===== src/rtl/reset_pulse_sequencer.sv =====
`default_nettype none
// ============================================================================
// Module   : reset_pulse_sequencer
// Brief    : Produces a registered reset pulse, then a registered clear window,
//            with request/done valid-ready handshakes. Optional RECOVER phase
//            is built when RESET_PULSE_SEQUENCER_RECOVERY_EN is defined.
// Revision : 1.0 - initial release
// ============================================================================
module reset_pulse_sequencer #(
    parameter int PULSE_CYCLES    = 4,
    parameter int RECOVERY_CYCLES = 8,
    parameter int COUNTER_WIDTH   = 8
) (
    input  logic clock,
    input  logic clear,
    input  logic request_valid,
    output logic request_ready,
    output logic reset_out,
    output logic clear_out,
    output logic done_valid,
    input  logic done_ready,
    output logic busy
);

    typedef enum logic [1:0] {
        S_IDLE    = 2'd0,
        S_ASSERT  = 2'd1,
        S_RECOVER = 2'd2,
        S_DONE    = 2'd3
    } state_t;

    localparam logic [COUNTER_WIDTH-1:0] c_PULSE_LOAD = COUNTER_WIDTH'(PULSE_CYCLES - 1);

    // Out-of-range counts would make the down-counter wrap; refuse to elaborate.
    if ((PULSE_CYCLES < 1) || (RECOVERY_CYCLES < 1) ||
        ((PULSE_CYCLES - 1) >= (1 << COUNTER_WIDTH)) ||
        ((RECOVERY_CYCLES - 1) >= (1 << COUNTER_WIDTH))) begin : g_bad_params
        $error("reset_pulse_sequencer: cycle counts out of range for COUNTER_WIDTH");
    end

    state_t                   r_state     = S_IDLE;
    logic [COUNTER_WIDTH-1:0] r_count     = '0;
    logic                     r_reset_out = 1'b0;

    state_t                   w_state_next;
    logic [COUNTER_WIDTH-1:0] w_count_next;

`ifdef RESET_PULSE_SEQUENCER_RECOVERY_EN
    localparam logic [COUNTER_WIDTH-1:0] c_RECOVERY_LOAD = COUNTER_WIDTH'(RECOVERY_CYCLES - 1);
    logic                     r_clear_out = 1'b0;
`endif

    always_comb begin
        w_state_next = r_state;
        w_count_next = r_count;
        case (r_state)
            S_IDLE: begin
                if (request_valid) begin
                    w_state_next = S_ASSERT;
                    w_count_next = c_PULSE_LOAD;
                end
            end
            S_ASSERT: begin
                if (r_count == '0) begin
`ifdef RESET_PULSE_SEQUENCER_RECOVERY_EN
                    w_state_next = S_RECOVER;
                    w_count_next = c_RECOVERY_LOAD;
`else
                    w_state_next = S_DONE;
`endif
                end else begin
                    w_count_next = r_count - 1'b1;
                end
            end
`ifdef RESET_PULSE_SEQUENCER_RECOVERY_EN
            S_RECOVER: begin
                if (r_count == '0) begin
                    w_state_next = S_DONE;
                end else begin
                    w_count_next = r_count - 1'b1;
                end
            end
`endif
            S_DONE: begin
                if (done_ready) begin
                    w_state_next = S_IDLE;
                end
            end
            default: begin
                w_state_next = S_IDLE;
                w_count_next = '0;
            end
        endcase
    end

    // Outputs are registered from the next state so they align with the state edge.
    always_ff @(posedge clock) begin
        if (clear) begin
            r_state     <= S_IDLE;
            r_count     <= '0;
            r_reset_out <= 1'b0;
        end else begin
            r_state     <= w_state_next;
            r_count     <= w_count_next;
            r_reset_out <= (w_state_next == S_ASSERT);
        end
    end

`ifdef RESET_PULSE_SEQUENCER_RECOVERY_EN
    always_ff @(posedge clock) begin
        if (clear) begin
            r_clear_out <= 1'b0;
        end else begin
            r_clear_out <= (w_state_next == S_RECOVER);
        end
    end
    assign clear_out = r_clear_out;
`else
    assign clear_out = 1'b0;
`endif

    assign reset_out     = r_reset_out;
    assign request_ready = (r_state == S_IDLE) && !clear;
    assign done_valid    = (r_state == S_DONE);
    assign busy          = (r_state != S_IDLE);

endmodule
`default_nettype wire

===== config.mk =====
export PLATFORM = sky130hd
export DESIGN_NAME = reset_pulse_sequencer
export DESIGN_NICKNAME = d
export VERILOG_FILES = /design/src/rtl/reset_pulse_sequencer.sv
export SDC_FILE = /design/constraint.sdc
export NUM_CORES = 1
export LEC_CHECK = 0
export BUFFER_PORTS_ARGS = -buffer_cell sky130_fd_sc_hd__buf_2
export CORE_UTILIZATION = 40
export CTS_CLUSTER_SIZE = 24
export DETAILED_ROUTE_END_ITERATION = 7
export GPL_ROUTABILITY_DRIVEN = 0
export HOLD_SLACK_MARGIN = 0.05
export SETUP_SLACK_MARGIN = 0.5
export SLEW_MARGIN = 25
export SYNTH_ARGS = -nofsm -noshare
export SYNTH_HDL_FRONTEND = slang
export SYNTH_SLANG_ARGS = --single-unit

===== constraint.sdc =====
create_clock -name clock -period 2 [get_ports clock]
set_input_delay 0.4 -clock clock [delete_from_list [all_inputs] [get_ports clock]]
set_output_delay 0.4 -clock clock [all_outputs]
set_load 0.01 [all_outputs]

==> impl_results.rst, run 1 <==
.. list-table::
   :header-rows: 1

   * - Metric
     - Value
   * - Most frequent cells after synthesis
     - sky130_fd_sc_hd__nor2_1 (12), sky130_fd_sc_hd__dfxtp_1 (11), sky130_fd_sc_hd__a21oi_1 (7), sky130_fd_sc_hd__buf_6 (4), sky130_fd_sc_hd__nor3_1 (4)
   * - Highest signal layer in the routed design
     - met3
   * - Highest attainable clock frequency
     - 627 MHz
   * - Flip-flop and latch area
     - 230 sq um
   * - Final routed wire length divided by cell count
     - 12.1 um
   * - Depth of the worst register-to-register path
     - 6
   * - Routed vias
     - 574
   * - Max-cap violation count
     - 0
   * - Critical R2R Capture
     - r_count[5]$_SDFFE_PP0P_
   * - Worst min-delay path startpoint
     - clear
   * - Final worst clock skew
     - 8.33 ps
   * - Number of antenna violations at the first check in global routing
     - 0
   * - Non-filler cells in the finished layout
     - 110
   * - 1st-pass router iterations
     - 3
   * - Post-synth ARST share
     - 0%
   * - WL met1
     - 623 um
   * - Number of rows created at floorplan
     - 14
   * - Synthesized area
     - 646 sq um
   * - Nets in the synthesized netlist
     - 82
   * - Clock root buffer
     - sky130_fd_sc_hd__clkbuf_4
   * - Clock tree from TritonCTS
     - built
   * - Area of combinational cells with multiple inputs
     - 415 sq um
   * - Number of synthesized register bits
     - 11
   * - Met2 layer wire length in the routed design
     - 681 um
   * - Sum of met3 wire segment lengths after detailed routing
     - 25 um
   * - Io pins
     - 9
   * - First-pass GRT wire length
     - 2250 um
   * - Overall fraction of global-route tracks in use
     - 15.7%
   * - Post-synthesis average cell area
     - 8.49 sq um
   * - Final period util
     - 79.8%
   * - Data required time at the worst endpoint
     - 2190 ps
   * - Worst ir drop on vdd
     - 0.671 mV
   * - Fill cell instance count of the final layout
     - 132
   * - DRC violations left
     - 0
   * - Worst flop-to-flop path startpoint
     - r_count[1]$_SDFFE_PP0P_
   * - Total Nets Final
     - 101
   * - Ratio of cells with drive above 1 in the final layout
     - 42.6%
   * - Synth Instances
     - 76
   * - Hold bufs inserted after CTS
     - 0
   * - Residual antenna-violating net count after detailed routing
     - 0
   * - Clock sink total
     - 11
   * - Core ar.
     - 1510 sq um
   * - Power per standard cell area
     - 1070 nW/um^2
   * - Final HPWL DP
     - 833 um
   * - Number of endpoints failing setup at the final stage
     - 0
   * - Final min period
     - 1600 ps
   * - RSZ-0062 raised after global routing
     - true
   * - Total of buffers placed on input and output ports
     - 7
   * - Maximum net fanout on the critical path
     - 6
   * - Total number of H-tree levels
     - 1
   * - Clock slew at the register clock pins of the worst setup and hold paths
     - 80 ps
   * - Top area cells in the synthesized netlist
     - sky130_fd_sc_hd__dfxtp_1 (34%), sky130_fd_sc_hd__buf_6 (7.0%), sky130_fd_sc_hd__nor2_1 (7.0%)
   * - Most frequent cell after synthesis
     - sky130_fd_sc_hd__nor2_1
   * - N_diodes
     - 0
   * - Summed negative setup slack over all endpoints
     - 0 ps
   * - Classification of the worst-slack hold path
     - in -> reg
   * - Leak Pwr
     - 0.373 nW
   * - Most used flip-flop cell after synthesis
     - sky130_fd_sc_hd__dfxtp_1
   * - Library cell occupying the most area in the post-synthesis netlist
     - sky130_fd_sc_hd__dfxtp_1
   * - Starting utilization of the core area
     - 42.9%
   * - Element type at the critical path start
     - flop
   * - Skew-Pair Late Insertion Delay
     - 260 ps
   * - Number of buffers created by CTS
     - 3
   * - Setup slack on the worst flop-to-flop path
     - 400 ps
   * - Share of the synthesized area in the top cell type
     - 34.1%
   * - Crit path capture type
     - flop
   * - Number of distinct standard cells referenced by the synthesized netlist
     - 31
   * - Number of flops mapped to enable cells by yosys
     - 0
   * - Outcome
     - finished, final reports clean
   * - Number of violations reported at the end of detailed-routing iteration 0
     - 4
   * - Vias in the first global route
     - 552
   * - Worst hold path cell count
     - 2
   * - Die Area
     - 1780 sq um
   * - Leftover overflow at the end of global routing
     - 0
   * - Number of pins with negative max-slew slack in the final report
     - 0
   * - Detail-routed via count per cell
     - 5.22
   * - Number of buffers between clock root and the deepest sink
     - 2
   * - Crit Path Class
     - reg -> reg
   * - Largest net degree at the start of global routing
     - 9
   * - Die boundary width
     - 42.2 um
   * - Area added between synthesis and finish
     - 28.3%
   * - Number of cells in the design after placement
     - 94
   * - Drt total wl
     - 1330 um
   * - Sequential-to-total area share from yosys stat
     - 34.1%
   * - Signal arrival time at the worst endpoint
     - 1790 ps
   * - Die height
     - 42.2 um
   * - Final hold vios
     - 0
   * - Capture endpoint of the worst hold path
     - r_count[1]$_SDFFE_PP0P_
   * - Syn. warnings
     - 0
placed cells by master (no fill, tap or decap), types with 2 or more instances in the layout:
master	Yosys	routed
sky130_fd_sc_hd__dfxtp_1	11	7
sky130_fd_sc_hd__nor3_1	4	4
sky130_fd_sc_hd__inv_2	0	2
sky130_fd_sc_hd__dfxtp_4	0	2
sky130_fd_sc_hd__nand2_1	3	3
sky130_fd_sc_hd__a21oi_1	7	6
sky130_fd_sc_hd__buf_4	1	12
sky130_fd_sc_hd__o21a_1	2	2
sky130_fd_sc_hd__clkbuf_4	0	3
sky130_fd_sc_hd__buf_2	0	7
sky130_fd_sc_hd__dfxtp_2	0	2
sky130_fd_sc_hd__or4_1	3	3
sky130_fd_sc_hd__nor2_1	12	12
sky130_fd_sc_hd__o31ai_1	3	3
repair_timing:
item | 4_1_cts | 5_1_grt
gates resized for setup | 15 | 3
endpoints found under the setup margin | 10 | 10
setup buffers | 10 | 2
pin swaps | 2 | 4
layer usage:
metal	global-route usage, %	up-vias
met3	3.88	0
met2	28.6	4
li1	-	307
met4	1.88	0
met1	18.9	263
met5	0	-
final cells by class:
| class | instances | share of cell area [%] |
|---|---|---|
| well taps | 16 | 2.42 |
| flip-flops and latches | 11 | 27.8 |
| multi-input cells | 57 | 50.2 |
| inverters | 3 | 1.36 |
| repair buffers | 19 | 15.1 |
| clock buffers | 4 | 3.17 |
power by group:
group | switching (mW) | internal, mW
logic | 0.189 | 0.222
registers | 0.0573 | 0.266
clock network | 0.0734 | 0.0769
total | 0.320 | 0.565
state kept, by name, indices dropped and copies added, names as in the netlist:
name       count
r_count        8
reset_out      1
r_state        2
stage by stage:
step                      power (mW)  utilization (%)  cell area, sq um  setup WS (ps)  hold WS [ps]
final                          0.885             55.0               828            404           369
after detailed placement       0.606             43.1               649            343           494
after global routing           0.955             55.0               828            340           374
after floorplan                0.575                -               647            398           460
after CTS                      0.863             53.3               803            424           372
after global placement         0.601             43.1               649            359           497
kinds of logic (layout without fill, tap and decap cells):
family          after synthesis  in the layout  synth area share (%)
simple gates                 34             34                  29.8
compound gates               18             18                  18.8
flops                        11             11                  34.1
buf+inv                       8             26                  9.88
fa+ha+maj                     2              2                  3.88
other cells                   1              1                 0.581
xor+xnor                      1              1                  1.36
mux                           1              1                  1.55
critical path, cell delays in order (launching register included):
cell and delay (ps):
sky130_fd_sc_hd__dfxtp_2 340, sky130_fd_sc_hd__inv_2 50, sky130_fd_sc_hd__ha_4 150, sky130_fd_sc_hd__nor4bb_4 140, sky130_fd_sc_hd__a21o_2 240, sky130_fd_sc_hd__or4_1 480
sky130_fd_sc_hd__a21oi_1 130
worst max path at each step:
| stage | start | to |
|---|---|---|
| after floorplan | r_count[0]$_SDFFE_PP0P_ | r_count[5]$_SDFFE_PP0P_ |
| after global placement | r_count[1]$_SDFFE_PP0P_ | r_count[3]$_SDFFE_PP0P_ |
| after detailed placement | r_count[1]$_SDFFE_PP0P_ | r_count[3]$_SDFFE_PP0P_ |
| after CTS | r_count[1]$_SDFFE_PP0P_ | r_count[5]$_SDFFE_PP0P_ |
| after global routing | r_count[1]$_SDFFE_PP0P_ | r_count[5]$_SDFFE_PP0P_ |
| final | r_count[1]$_SDFFE_PP0P_ | r_count[5]$_SDFFE_PP0P_ |
Note: power is estimated with default switching activity, not from simulation.
==> run 2: changes to the inputs <==
- clock period: 2 -> 1.55 ns (I/O delays scaled with it)
==> impl_results.rst, run 2 (synthesis results as in run 1) <==
.. list-table::
   :header-rows: 1

   * - Metric
     - Value
   * - Outcome
     - complete, but fails checks (was finished, final reports clean)
   * - Violated checks
     - setup timing
   * - Routed vias
     - 612 (was 574)
   * - Portion of total power attributed to the clock network
     - 16.5% (was 17.0%)
   * - Smallest hold slack
     - 303 ps (was 369 ps)
   * - Non-filler cells in the finished layout
     - 110 (unchanged)
   * - Crit path capture type
     - flop (unchanged)
   * - Leading cell types in the layout, fill and taps excluded
     - sky130_fd_sc_hd__nor2_1 (11), sky130_fd_sc_hd__buf_4 (7), sky130_fd_sc_hd__dfxtp_1 (7) (was sky130_fd_sc_hd__nor2_1 (12), sky130_fd_sc_hd__buf_4 (12), sky130_fd_sc_hd__buf_2 (7), sky130_fd_sc_hd__dfxtp_1 (7), sky130_fd_sc_hd__a21oi_1 (6))
   * - First-pass GRT wire length
     - 2530 um (was 2250 um)
   * - Starting utilization of the core area
     - 42.9% (unchanged)
   * - Flip-flop and latch area
     - 228 sq um (was 230 sq um)
   * - RSZ-0062 raised after global routing
     - true (unchanged)
   * - Area added between synthesis and finish
     - 39.3% (was 28.3%)
   * - Top register by number of flip-flops
     - r_count (unchanged)
   * - Leftover overflow at the end of global routing
     - 0 (unchanged)
   * - Switching power
     - 0.474 mW (was 0.320 mW)
   * - Number of pins with negative max-slew slack in the final report
     - 0 (unchanged)
   * - Final routed wire length divided by cell count
     - 13.0 um (was 12.1 um)
   * - Power per standard cell area
     - 1410 nW/um^2 (was 1070 nW/um^2)
   * - Die boundary width
     - 42.2 um (unchanged)
   * - Final HPWL DP
     - 972 um (was 833 um)
   * - Sequential group share of total power
     - 33.6% (was 36.6%)
   * - Worst setup margin
     - -51.5 ps (was 404 ps)
   * - Die Area
     - 1780 sq um (unchanged)
   * - Die height
     - 42.2 um (unchanged)
   * - Number of buffers created by CTS
     - 3 (unchanged)
   * - Vias in the first global route
     - 611 (was 552)
   * - Overall fraction of global-route tracks in use
     - 18.8% (was 15.7%)
   * - Summed negative setup slack over all endpoints
     - -162 ps (was 0 ps)
   * - Number of buffers between clock root and the deepest sink
     - 2 (unchanged)
   * - Number of antenna violations at the first check in global routing
     - 0 (unchanged)
   * - 1st-pass router iterations
     - 3 (unchanged)
   * - Flip-flop count of the largest register after layout
     - 8 (unchanged)
   * - Number of rows created at floorplan
     - 14 (unchanged)
   * - Clock sink total
     - 11 (unchanged)
   * - CP cell instances
     - inv_2 -> ha_4 -> nor4bb_4 -> a21o_1 -> or4_1 -> a21oi_1 (was inv_2 -> ha_4 -> nor4bb_4 -> a21o_2 -> or4_1 -> a21oi_1)
   * - Final period util
     - 103% (was 79.8%)
   * - Drt total wl
     - 1430 um (was 1330 um)
   * - Critical-path top delay cell
     - sky130_fd_sc_hd__or4_1 (unchanged)
   * - Maximum net fanout on the critical path
     - 5 (was 6)
   * - Core ar.
     - 1510 sq um (unchanged)
   * - Final min period
     - 1600 ps (about the same)
   * - Leak Pwr
     - 0.390 nW (was 0.373 nW)
   * - Classification of the worst-slack hold path
     - in -> reg (unchanged)
   * - Number of endpoints failing setup at the final stage
     - 4 (was 0)
   * - Worst ir drop on vdd
     - 0.757 mV (was 0.671 mV)
   * - Cell internal pwr
     - 0.791 mW (was 0.565 mW)
   * - Crit Path Class
     - reg -> reg (unchanged)
   * - Finished Core Util
     - 59.7% (was 55.0%)
   * - Power share of the combinational group
     - 49.9% (was 46.4%)
   * - Data required time at the worst endpoint
     - 1760 ps (was 2190 ps)
   * - Largest net degree at the start of global routing
     - 9 (unchanged)
   * - Total of buffers placed on input and output ports
     - 7 (unchanged)
   * - Detail-routed via count per cell
     - 5.56 (was 5.22)
   * - Fill cell instance count of the final layout
     - 131 (was 132)
   * - Highest attainable clock frequency
     - 624 MHz (was 627 MHz)
   * - Element type at the critical path start
     - flop (unchanged)
   * - Io pins
     - 9 (unchanged)
   * - Switching share of total power
     - 37.5% (was 36.1%)
   * - Power, Total
     - 1.27 mW (was 0.885 mW)
   * - N_diodes
     - 0 (unchanged)
   * - Gate family responsible for the most delay along the worst path
     - simple AND/OR/NAND/NOR gates (unchanged)
   * - Total number of H-tree levels
     - 1 (unchanged)
   * - Worst path bufs/invs
     - 1 (unchanged)
   * - Total Nets Final
     - 101 (unchanged)
   * - Skew-Pair Late Insertion Delay
     - 280 ps (was 260 ps)
   * - Area of combinational cells with multiple inputs
     - 464 sq um (was 415 sq um)
   * - Final hold vios
     - 0 (unchanged)
   * - DRC violations left
     - 0 (unchanged)
   * - Clock slew at the register clock pins of the worst setup and hold paths
     - 80 ps (about the same)
   * - Ratio of cells with drive above 1 in the final layout
     - 48.9% (was 42.6%)
   * - Number of cells in the design after placement
     - 102 (was 94)
   * - Largest incremental delay on the critical path
     - 480 ps (about the same)
   * - Clock root buffer
     - sky130_fd_sc_hd__clkbuf_4 (unchanged)
   * - Number of violations reported at the end of detailed-routing iteration 0
     - 12 (was 4)
   * - Leading cell type in the layout, fill and taps excluded
     - sky130_fd_sc_hd__nor2_1
   * - Signal arrival time at the worst endpoint
     - 1810 ps (was 1790 ps)
   * - Max-cap violation count
     - 0 (unchanged)
   * - Final worst clock skew
     - 6.49 ps (was 8.33 ps)
   * - Residual antenna-violating net count after detailed routing
     - 0 (unchanged)
   * - Clock tree from TritonCTS
     - built (unchanged)
-- run 2: through the flow --
stage / setup WS, ps / area [sq um]
2_1_floorplan: -32.2 / 672
3_3_place_gp: -4.49 / 734
3_5_place_dp: -42.0 / 734
4_1_cts: -65.0 / 863
5_1_grt: -135 / 900
6_report: -51.5 / 900
-- run 2: timing repair --
item,in CTS,in global routing
endpoints found under the setup margin,13,14
pin swaps,6,8
hold buffers,0,0
setup buffers,4,0
resized for setup,16,8
-- run 2: worst paths after layout --
path | start | to | slack [ps] | depth (start not counted)
max reg2reg | r_count[1]$_SDFFE_PP0P_ | r_count[3]$_SDFFE_PP0P_ | -50 | 6
min reg2reg | r_count[4]$_SDFFE_PP0P_ | r_count[4]$_SDFFE_PP0P_ | 570 | 2
max | r_count[1]$_SDFFE_PP0P_ | r_count[3]$_SDFFE_PP0P_ | -50 | 6
min | clear | r_count[1]$_SDFFE_PP0P_ | 300 | 2
-- run 2: cell type report --
class                      count  area share, %
sequential                    11           25.3
tap                           16           2.23
clock buffer                   4           2.92
timing repair buffer          19           16.7
multi-input combinational     57           51.6
inverter                       3           1.25
-- run 2: power groups by stage --
stage                     clock network [mW]  registers, mW  logic, mW
after CTS                              0.216          0.417      0.581
after global routing                   0.218          0.432      0.702
final                                  0.209          0.425      0.632
after global placement                     0          0.401      0.473
after floorplan                            0          0.390      0.386
after detailed placement                   0          0.401      0.482
-- run 2: routing by layer --
| layer | GRT usage, % | wire length, um | part of all wire [%] |
|---|---|---|---|
| met5 | 0 | 0 | 0 |
| met4 | 13.1 | 44 | 3.1 |
| met3 | 2.59 | 26 | 1.8 |
| met2 | 34.2 | 751 | 52 |
| met1 | 19.4 | 609 | 43 |
